[src/rtl/matmul_pkg.sv]
// Shared types and sizing helpers for the matrix-multiply sequencer.
package matmul_pkg;

  localparam int unsigned N_DEF  = 2;
  localparam int unsigned DW_DEF = 4;

  typedef enum logic [1:0] {
    IDLE,
    LOAD,
    COMPUTE,
    EMIT
  } state_e;

  // Sum of N products of two DW-bit operands never overflows this width.
  function automatic int unsigned acc_width(input int unsigned n, input int unsigned dw);
    return 2 * dw + $clog2(n);
  endfunction

endpackage

[src/rtl/matmul_mac.sv]
// Registered multiply-accumulate, one product per enabled cycle.
// Two's-complement operands when MATMUL_SIGNED_EN is defined, unsigned otherwise.
module matmul_mac
  import matmul_pkg::*;
#(
  parameter int unsigned DW    = DW_DEF,
  parameter int unsigned ACC_W = acc_width(N_DEF, DW_DEF)
) (
  input  logic             clk,
  input  logic             rst_n,
  input  logic             clr_i,
  input  logic             en_i,
  input  logic [DW-1:0]    a_i,
  input  logic [DW-1:0]    b_i,
  output logic [ACC_W-1:0] acc_o
);

  localparam int unsigned PW = 2 * DW;

  logic [PW-1:0]    a_ext_c;
  logic [PW-1:0]    b_ext_c;
  logic [PW-1:0]    prod_c;
  logic [ACC_W-1:0] prod_ext_c;
  logic [ACC_W-1:0] acc_q;

`ifdef MATMUL_SIGNED_EN
  assign a_ext_c    = {{DW{a_i[DW-1]}}, a_i};
  assign b_ext_c    = {{DW{b_i[DW-1]}}, b_i};
  assign prod_ext_c = {{(ACC_W - PW){prod_c[PW-1]}}, prod_c};
`else
  assign a_ext_c    = {{DW{1'b0}}, a_i};
  assign b_ext_c    = {{DW{1'b0}}, b_i};
  assign prod_ext_c = ACC_W'(prod_c);
`endif

  // Low PW bits of the extended product are exact in both number systems.
  assign prod_c = a_ext_c * b_ext_c;

  always_ff @(posedge clk or negedge rst_n) begin
    if (!rst_n) begin
      acc_q <= '0;
    end else if (clr_i) begin
      acc_q <= '0;
    end else if (en_i) begin
      acc_q <= acc_q + prod_ext_c;
    end
  end

  assign acc_o = acc_q;

endmodule

[src/rtl/matmul_seq_ctrl.sv]
// Load/compute/emit sequencer computing C = A*B on one shared MAC.
// Optional two's-complement arithmetic via MATMUL_SIGNED_EN (in matmul_mac).
module matmul_seq_ctrl
  import matmul_pkg::*;
#(
  parameter int unsigned N     = N_DEF,
  parameter int unsigned DW    = DW_DEF,
  parameter int unsigned ACC_W = acc_width(N, DW)
) (
  input  logic                 clk,
  input  logic                 rst_n,
  input  logic                 ena,
  input  logic                 start,
  input  logic                 in_valid,
  output logic                 in_ready,
  input  logic [DW-1:0]        a_in,
  input  logic [DW-1:0]        b_in,
  output logic                 out_valid,
  input  logic                 out_ready,
  output logic [ACC_W-1:0]     out_data,
  output logic [$clog2(N)-1:0] out_row,
  output logic [$clog2(N)-1:0] out_col,
  output logic                 busy,
  output logic                 done
);

  localparam int unsigned IW = $clog2(N);
  localparam int unsigned AW = $clog2(N * N);

  state_e        state_q;
  logic [AW-1:0] k_q;
  logic [IW-1:0] i_q;
  logic [IW-1:0] j_q;
  logic [IW-1:0] kk_q;
  logic          in_ready_q;
  logic          out_valid_q;
  logic          busy_q;
  logic          done_q;
  logic [DW-1:0] a_mem_q [N*N];
  logic [DW-1:0] b_mem_q [N*N];

  logic          accept_c;
  logic          handshake_c;
  logic          last_k_c;
  logic          last_kk_c;
  logic          last_ij_c;
  logic          mac_clr_c;
  logic          mac_en_c;
  logic [AW-1:0] a_idx_c;
  logic [AW-1:0] b_idx_c;

  assign accept_c    = ena && (state_q == LOAD) && in_valid;
  assign handshake_c = ena && (state_q == EMIT) && out_ready;
  assign last_k_c    = (k_q == AW'(N * N - 1));
  assign last_kk_c   = (kk_q == IW'(N - 1));
  assign last_ij_c   = (i_q == IW'(N - 1)) && (j_q == IW'(N - 1));

  // Accumulator starts clean for the first result and after every handshake.
  assign mac_clr_c = (accept_c && last_k_c) || handshake_c;
  assign mac_en_c  = ena && (state_q == COMPUTE);

  assign a_idx_c = AW'(i_q * N + kk_q);
  assign b_idx_c = AW'(kk_q * N + j_q);

  always_ff @(posedge clk or negedge rst_n) begin
    if (!rst_n) begin
      state_q     <= IDLE;
      k_q         <= '0;
      i_q         <= '0;
      j_q         <= '0;
      kk_q        <= '0;
      in_ready_q  <= 1'b0;
      out_valid_q <= 1'b0;
      busy_q      <= 1'b0;
      done_q      <= 1'b0;
      for (int unsigned x = 0; x < N * N; x++) begin
        a_mem_q[x] <= '0;
        b_mem_q[x] <= '0;
      end
    end else begin
      done_q <= 1'b0;
      if (ena) begin
        case (state_q)
          IDLE: begin
            if (start) begin
              state_q    <= LOAD;
              k_q        <= '0;
              in_ready_q <= 1'b1;
              busy_q     <= 1'b1;
            end
          end
          LOAD: begin
            if (in_valid) begin
              a_mem_q[k_q] <= a_in;
              b_mem_q[k_q] <= b_in;
              if (last_k_c) begin
                state_q    <= COMPUTE;
                k_q        <= '0;
                i_q        <= '0;
                j_q        <= '0;
                kk_q       <= '0;
                in_ready_q <= 1'b0;
              end else begin
                k_q <= k_q + 1'b1;
              end
            end
          end
          COMPUTE: begin
            if (last_kk_c) begin
              kk_q        <= '0;
              state_q     <= EMIT;
              out_valid_q <= 1'b1;
            end else begin
              kk_q <= kk_q + 1'b1;
            end
          end
          EMIT: begin
            if (out_ready) begin
              out_valid_q <= 1'b0;
              if (last_ij_c) begin
                state_q <= IDLE;
                busy_q  <= 1'b0;
                done_q  <= 1'b1;
              end else begin
                state_q <= COMPUTE;
                if (j_q == IW'(N - 1)) begin
                  j_q <= '0;
                  i_q <= i_q + 1'b1;
                end else begin
                  j_q <= j_q + 1'b1;
                end
              end
            end
          end
          default: state_q <= IDLE;
        endcase
      end
    end
  end

  matmul_mac #(
    .DW    (DW),
    .ACC_W (ACC_W)
  ) u_mac (
    .clk   (clk),
    .rst_n (rst_n),
    .clr_i (mac_clr_c),
    .en_i  (mac_en_c),
    .a_i   (a_mem_q[a_idx_c]),
    .b_i   (b_mem_q[b_idx_c]),
    .acc_o (out_data)
  );

  // Disabling the block must withdraw load acceptance in the same cycle.
  assign in_ready  = in_ready_q && ena;
  assign out_valid = out_valid_q;
  assign out_row   = i_q;
  assign out_col   = j_q;
  assign busy      = busy_q;
  assign done      = done_q;

endmodule

[config.mk]
export PLATFORM = sky130hd
export DESIGN_NAME = matmul_seq_ctrl
export DESIGN_NICKNAME = d
export VERILOG_FILES = /design/src/rtl/matmul_pkg.sv /design/src/rtl/matmul_mac.sv /design/src/rtl/matmul_seq_ctrl.sv
export SDC_FILE = /design/constraint.sdc
export NUM_CORES = 1
export LEC_CHECK = 0
export ABC_AREA = 1
export CELL_PAD_IN_SITES_DETAIL_PLACEMENT = 0
export CELL_PAD_IN_SITES_GLOBAL_PLACEMENT = 1
export CORE_ASPECT_RATIO = 0.6
export CORE_MARGIN = 2
export CORE_UTILIZATION = 43
export DETAILED_ROUTE_END_ITERATION = 10
export PLACE_DENSITY = 0.77
export SYNTH_ARGS = -nofsm -noshare
export SYNTH_HDL_FRONTEND = slang
export SYNTH_SLANG_ARGS = --single-unit
export TNS_END_PERCENT = 10
[constraint.sdc]
create_clock -name clk -period 4.2 [get_ports clk]
set_input_delay 1.05 -clock clk [delete_from_list [all_inputs] [get_ports clk]]
set_output_delay 1.05 -clock clk [all_outputs]
set_load 0.05 [all_outputs]
Word level (Yosys, flattened, before mapping)
Cells that the tools add are included.

Flip-flop bits (word level): 52. Input bits: 14. Output and inout bits: 15. Word-level logic and storage cells: 118.

Add/subtract/negate cells: 7. Multipliers: 1. $lt $le $gt $ge: 4. Equal/unequal tests: 12. Mux-type cells: 47. Bitwise operators: 3. Reductions and logical operators: 26.

Operator list (number): $bwmux 16 (2); $mux 4 (5); $mux 1 (18); $mux 2 (9); $mux 9 (2); $bmux 4 s2 (2); $ne 2x2->1 const B (8); $pmux 1 s2 (6); $reduce_and 4->1 (3); $reduce_and 6->1 (2); $reduce_bool 2->1 (6); $reduce_and 5->1 (2); $add 9x8->9 (1); $ge 3x3->1 const B (3); $logic_and 1x1->1 (9); $not 2->3 (3); $demux 4 s2 (1); $mul 4x4->8 (1); $pmux 2 s4 (1); $reduce_and 7->1 (1); $eq 2x2->1 const B (3); $add 2x1->2 (2); $pmux 2 s2 (1); $add 1x1->1 const B (3); other kinds (6) (6).

Longest topological paths before layout
Gate-level depths: netlist (run 1).

Depth after elaboration: 9. Mapped depth: 19. Gate-level depth less buffers: 19.

Modules after synthesis
From an unflattened synthesis (run 1), not the netlist that was laid out.

Cells, all modules: 421. Area, all modules: 3303.2 µm².

Modules (own cells, without submodules): matmul_seq_ctrl (times used 1, cells an instance 266, area each 2167.1 µm²); matmul_mac (times used 1, cells an instance 155, area each 1136.1 µm²).

Least setup slack after synthesis (run 1)
Ideal clock, no wire load.

Path type: register to register. Start: reg j_q, in the netlist out_col. End: reg u_mac.acc_q[8], in the netlist u_mac.acc_o[8]. Data arrival time: 3.647 ns. Data required time: 4.082 ns. Setup slack: 0.435 ns. Cell stages (with the launch flop): 17. Clock period less this slack: 3.765 ns. Cell sequence: dfrtp_1 clkinv_1 nand2_1 nand3_1 and2_1 nand3_1 fa_1 fa_1 fa_1 inv_1 ha_1 a21oi_1 nand2_1 nand2_1 nand3_1 nand3_1 nand2_1.

Longest elaborated chain between the ends: 9.

RTL lines: from (decl) (line matmul_seq_ctrl.sv:33) `logic [IW-1:0] j_q;`; from (signal assigned) (line matmul_seq_ctrl.sv:130) `j_q <= j_q + 1'b1;`; $add 2x1->2 (line matmul_seq_ctrl.sv:63) `assign b_idx_c = AW'(kk_q * N + j_q);`; $not 2->3 (not written as such) (line matmul_seq_ctrl.sv:150) `.b_i (b_mem_q[b_idx_c]),`; $bmux 4 s2 (line matmul_seq_ctrl.sv:150); $mux 4 (not written as such) (2 in a row) (line matmul_seq_ctrl.sv:150); $mul 4x4->8 (line matmul_mac.sv:37) `assign prod_c = a_ext_c * b_ext_c;`; $add 9x8->9 (line matmul_mac.sv:45) `acc_q <= acc_q + prod_ext_c;`; $mux 9 (line matmul_mac.sv:44) `end else if (en_i) begin`; $mux 9 (line matmul_mac.sv:42) `end else if (clr_i) begin`; to (signal assigned) (line matmul_mac.sv:45); to (decl) (line matmul_mac.sv:24) `logic [ACC_W-1:0] acc_q;`.

No other way between the ends. The select of a mux whose other input is x is not followed. A chain may end at the register's enable or synchronous reset.

Worst setup path in the final report (run 1)
Start: reg kk_q. End: reg u_mac.acc_q[8], in the netlist u_mac.acc_o[8].

Longest elaborated chain between the ends: 9. Elaborated cells between the ends (all ways): 14.

RTL lines: from (decl) (line matmul_seq_ctrl.sv:34) `logic [IW-1:0] kk_q;`; from (signal assigned) (line matmul_seq_ctrl.sv:114) `kk_q <= kk_q + 1'b1;`; $add 2x1->2, on equally long branches (line matmul_seq_ctrl.sv:62, matmul_seq_ctrl.sv:63); $not 2->3, on equally long branches (line matmul_seq_ctrl.sv:149, matmul_seq_ctrl.sv:150); $bmux 4 s2, on equally long branches (line matmul_seq_ctrl.sv:149, matmul_seq_ctrl.sv:150); $mux 4, on equally long branches (2 in a row) (line matmul_seq_ctrl.sv:149, matmul_seq_ctrl.sv:150); $mul 4x4->8 (*) (line matmul_mac.sv:37); $add 9x8->9 (*) (line matmul_mac.sv:45); $mux 9 (*) (line matmul_mac.sv:44); $mux 9 (*) (line matmul_mac.sv:42).

Every way passes the cells marked *; elsewhere a longest branch is shown, timed or not. The select of a mux whose other input is x is not followed.

==> results of run 1 <==
cell usage in the layout, fill, tap and decap left out:
cell             netlist  routed
nand3b_1               1       1
dfrtp_1               52      52
clkinv_4               0       1
nor2_2                 2       2
o2111ai_1              1       1
clkbuf_16              0       5
fa_1                   9       9
nand2_1              133     133
xnor2_1                2       2
clkdlybuf4s50_1        0      27
nand3_1               31      31
bufinv_16              0       1
o22ai_1                1       1
clkinv_1               1       1
clkbuf_8               0       1
nor3_4                 1       1
inv_1                 62      62
nand4_1                4       4
nor2_4                 2       2
buf_2                  3       1
ha_1                  21      21
a31oi_1                1       1
or2_2                  1       1
and2_1                 1       1
o21ai_1               25      25
nor3_2                 3       3
nor2_1                22      22
buf_4                  1       3
nand2_2                7       7
o21ai_0                7       7
a21oi_1                6       6
o21ai_2                8       8
inv_2                  2       2
xor2_1                 1       1
kinds of logic after synthesis:
logic type	synth area share, %
adder cells (fa/ha/maj)	13.54
XOR/XNOR	0.8035
buffers and inverters	9.525
AO/OA/AOI/OAI	8.608
flip-flops	39.79
AND/OR/NAND/NOR	27.74
flip-flops by register name (all words and copies together), names as in the netlist:
signal	count
u_mac.acc_o	9
b_mem_q	16
kk_q	1
a_mem_q	16
out_valid	1
k_q	2
done	1
state_q	2
out_row	1
in_ready_q	1
out_col	1
busy	1
cell type report:
cell class              instances  area (sq um)  area share (%)
clock buffers                   6         138.9           3.647
clock inverters                 2         38.79           1.018
inverters                      65         244.0           6.406
multi-input cells             290          1658           43.53
flip-flops and latches         52          1301           34.17
well taps                     104         130.1           3.417
repair buffers                 31         297.8           7.819
metal layers:
layer	vias up	share of wire [%]	global-route usage (%)
met3	8	5.3	4.738
met1	1241	55	31.65
li1	1363	-	-
met5	-	0	0
met2	60	39	26.16
met4	0	0.84	4.706
report_power, final:
part / leakage (nW) / switching, mW / internal (mW)
combinational: 1.19 / 0.904 / 0.509
clock: 0.0871 / 0.192 / 0.299
sequential: 0.680 / 0.133 / 0.678
final timing paths:
path | cells after the start | startpoint | slack (ps) | endpoint
max in group asynchronous | 2 | rst_n | 2670 | u_mac.acc_o[7]$_DFFE_PN0P_
hold reg to reg | 2 | in_ready_q$_DFFE_PN0P_ | 480 | in_ready_q$_DFFE_PN0P_
min in group asynchronous | 1 | rst_n | 740 | out_valid$_DFFE_PN0P_
hold / removal | 2 | in_ready_q$_DFFE_PN0P_ | 480 | in_ready_q$_DFFE_PN0P_
setup reg to reg | 15 | kk_q$_DFFE_PN0P_ | 400 | u_mac.acc_o[8]$_DFFE_PN0P_
setup / recovery | 15 | kk_q$_DFFE_PN0P_ | 400 | u_mac.acc_o[8]$_DFFE_PN0P_
per-stage QoR:
step | utilization [%] | cell area [sq um]
after floorplan | - | 3271
after global placement | 49.56 | 3631
after detailed placement | 49.56 | 3631
after CTS | 51.98 | 3809
after global routing | 51.98 | 3809
final | 51.98 | 3809
critical path: cells and delay by family (launching register included):
family	cells	cell delay (ps)
AOI/OAI and AO/OA	1	160
adders and majority gates	4	1910
buffers and inverters	2	380
DFF	1	370
and+or+nand+nor	8	870
==> run metrics, run 1 <==
Hold WS 481.1 ps; # nets final 489; Cell variety after synth 30; iteration-0 DRC count of the detailed router 172; Synth Register Bits 52; EDFF count, synth 0; post-CTS setup buffers 0; Worst-Margin Slew 547.6 ps; maximum buffer depth of the clock tree 2; Initial Util 44.64%; Async SR Flop Fraction 100.0%; P_leak 1.959 nW; cells after synthesis 415; CTS root buf clkbuf_16; Arr. time, crit path 3990 ps; most used cell, CP nand2_1; Post-Syn Nets 459; Buffers on Ports 28; area leader, netlist dfrtp_1; Synth top cells by count nand2_1, inv_1, dfrtp_1, nand3_1, o21ai_1; via count 2,672; Synth Cell Area 3271 sq um; top cells by area, synth dfrtp_1, nand2_1, ha_1; Total Routing Usage GR 19.64%; Syn. warnings 0; period utilisation layout 90.37%; Rows 24; initial antenna violation count 0; first-pass GRT wire length 12.74 mm; max-cap violations 0; largest net degree at the start of global routing 30; Die X 116.6 um; final HPWL from detailed placement 5.673 mm; drt via density 4.858; pre-CTS setup slack 410.2 ps; count leader, synth nand2_1; final WL 7.230 mm; Inserted Clock Buffers 5; setup TNS 0 ps; full die area 8343 sq um; Synth top area share 39.79%; drt wl/cell 13.15 um; sequential element share of the synthesized area 39.79%; num ports 29; Tmin final 3796 ps; Final Hold Fails 0; H-tree depth 2; Slew Limit Fails 0; n_diodes 0; clk slew on worst S/H paths 70 ps; GRT Residual Overflow 0; Layout Cells excl Fill 550; Placed Instances 542; Startpoint Class register; final antenna-violating net count 0; FILL cells 762; clk sink count 52; outcome complete, no violations; DRC 0; fmax 263.5 MHz; later-pin clock latency in the skew report 300 ps; CP Capture Type register; # resized after CTS 0; Die Y 71.56 um; TritonCTS clock tree yes; unrepaired setup endpoints after global routing false; # hold bufs at CTS 0; Critical Path RT 4390 ps; HP Class register to register; # setup viols final 0; area delta synth->final 16.45%; vias in the first global route 2,552; highest-delay cell along the critical path fa_1; Routability Congestion 0.8467; CP cell instances inv_1, nand2_1, nand3_1, nand4_1, fa_1, fa_1, fa_1, inv_1, ha_1, a21oi_1, nand2_1, nand2_1, nand3_1, nand3_1, nand2_1; CP max FO 13; share of cells above drive strength 1 8.520%; slowest stage delay, CP 540 ps; setup slack after layout 404.5 ps; Slew headroom 63.49%; critical path class register to register; Fin Clk Skew 7.419 ps; Top FF cell, synth dfrtp_1; worst ir drop on vdd 318.3 uV; Core Footprint 7327 sq um; power after layout 2.715 mW; drt pass-1 iters 4; Power Density 713.0 nW/um^2; Avg Inst Size Synth 7.881 sq um
Note: power is estimated with default switching activity, not from simulation.
==> run 2, diff against run 1 <==
--- a/config.mk
+++ b/config.mk
@@ -11,6 +11,7 @@
 export CORE_ASPECT_RATIO = 0.6
 export CORE_MARGIN = 2
 export CORE_UTILIZATION = 43
+export CTS_CLUSTER_DIAMETER = 30
 export DETAILED_ROUTE_END_ITERATION = 10
 export PLACE_DENSITY = 0.77
 export SYNTH_ARGS = -nofsm -noshare
==> results of run 2 <==
No change in the layout: final DEF, timing and power equal those of run 1.
==> RTL change, RTL diff (flow settings as in run 1) <==
The package constant `DW_DEF` goes from 4 to 3.
--- a/src/rtl/matmul_pkg.sv
+++ b/src/rtl/matmul_pkg.sv
@@ -2,7 +2,7 @@
 package matmul_pkg;
 
   localparam int unsigned N_DEF  = 2;
-  localparam int unsigned DW_DEF = 4;
+  localparam int unsigned DW_DEF = 3;
 
   typedef enum logic [1:0] {
     IDLE,
Interface: changed (resized a_in, b_in and out_data); port bits go from 29 to 25. No check against the original RTL was run, so the function may have changed too.
==> RTL change against run 1 <==
Maximum frequency rose by 7.2%. Critical path depth fell by 11. Worst setup slack improved by 0.26 ns. Global-route usage fell by 1.2 points. Largest power group unchanged. Non-clock buffer count fell by 7. Final cell count fell by 27%. Design area fell by 25%. Area after synthesis fell by 25%. Via count fell by 29%. Largest cell class unchanged. Sequential cell count fell by 10. Power fell by 34%. Routed wire length fell by 28%. Highest routed layer unchanged. Die area fell by 24%.
==> RTL change: results (changes against run 1) <==
[status]
status=completed  ; unchanged

[detailed_routing]
drt_iter0_drc=62  ; was 172
vias_per_cell=4.725  ; was 4.858
drt-total-wl_um=5180  ; was 7230 µm
num_vias=1909  ; was 2,672

[pwr]
vdd_drop_max_uv=209.4  ; was 318.3 µV
power_clock_uw=338  ; was 491 µW
leakagePower_nw=1.417  ; was 1.959 nW
switching_power_uw=774.2  ; was 1.229 mW
fin_total_pwr_mw=1.782  ; was 2.715 mW

[global_routing]
gr-usage-met1=0.3014  ; was 0.3165
use_met2=0.2336  ; was 0.2616
met3_usage=0.04027  ; was 0.04738
grt_max_degree=43  ; was 30
grt_pass1_wl_um=9128  ; was 12,740 µm
track_usage=0.1844  ; was 0.1964

[setup_path]
critPathMaxFanout=5  ; was 13
r2r_slack_ns=0.72  ; was 0.40 ns
crit_path_start=ena  ; was kk_q
cp-start-kind=input port  ; was flip-flop
r2r_cells=13  ; was 15
crit_path_end=in_ready  ; was u_mac.acc_o[8]

[logic_synthesis]
synthTopCellsByArea=dfrtp_1, nand2_1, ha_1  ; unchanged
synthesis.nets=331  ; was 459
synth.yosys.seq_area_share=0.4260  ; was 0.3979
synth_commonest_cells=nand2_1, dfrtp_1, inv_1  ; was nand2_1, inv_1, dfrtp_1
syn_inst=301  ; was 415
ys_types=27  ; was 30

[layout]
fillerInstances=566  ; was 762
multi_input_area_share=0.4205  ; was 0.4353
seq_cell_count=42  ; was 52
inv_count=40  ; was 65
areaGrowthSynthToFinish_pct=15.42  ; was 16.45%
buffers=24  ; was 31
multi_input_cells=211  ; was 290
drive_above_1_share=0.09877  ; was 0.08520
seq_share=0.3691  ; was 0.3417
buf_share=0.08260  ; was 0.07819

[placed_design]
gp_congestion=0.8547  ; was 0.8467
place_area_um2=2735  ; was 3631 µm²
dpl.hpwl_um=3825  ; was 5673 µm
place_ws_ns=0.6514  ; was 0.4102 ns

[timing]
worst-slew-pin-transition_ns=0.9405  ; was 0.5476 ns
fin_worst_skew_ns=0.005319  ; was 0.007419 ns
fin_ws_ns=0.6600  ; was 0.4045 ns

[worst_hold_path]
hp-start=busy  ; was in_ready_q
whs_endpoint=busy  ; was in_ready_q

[clock_network]
cts_root_buf=clkbuf_8  ; was clkbuf_16

-- RTL change: cell types whose count changed after synthesis, moves of 5 or more --
cell / before / now
ha_1: 21 / 13
nand2_1: 133 / 87
dfrtp_1: 52 / 42
inv_1: 62 / 37
nor2_1: 22 / 17
o21ai_1: 25 / 12
nand3_1: 31 / 24
-- RTL change: logic make-up after synthesis --
| logic type | share of synthesized area |
|---|---|
| and+or+nand+nor | 0.2581 |
| buffers and inverters | 0.08874 |
| AOI/OAI and AO/OA | 0.1171 |
| DFF | 0.4260 |
| adders and majority gates | 0.1065 |
| xor gates and xnor gates | 0.003550 |
-- RTL change: critical path, cell delays in order --
cell	delay [ns]
clkdlybuf4s50_1	0.54
nand2_1	0.07
inv_1	0.05
clkdlybuf4s50_1	0.78
-- RTL change: metal layers --
layer	up-vias	share of wire
li1	1010	-
met1	865	0.58
met2	27	0.38
met3	7	0.030
met4	0	0.014
met5	-	0
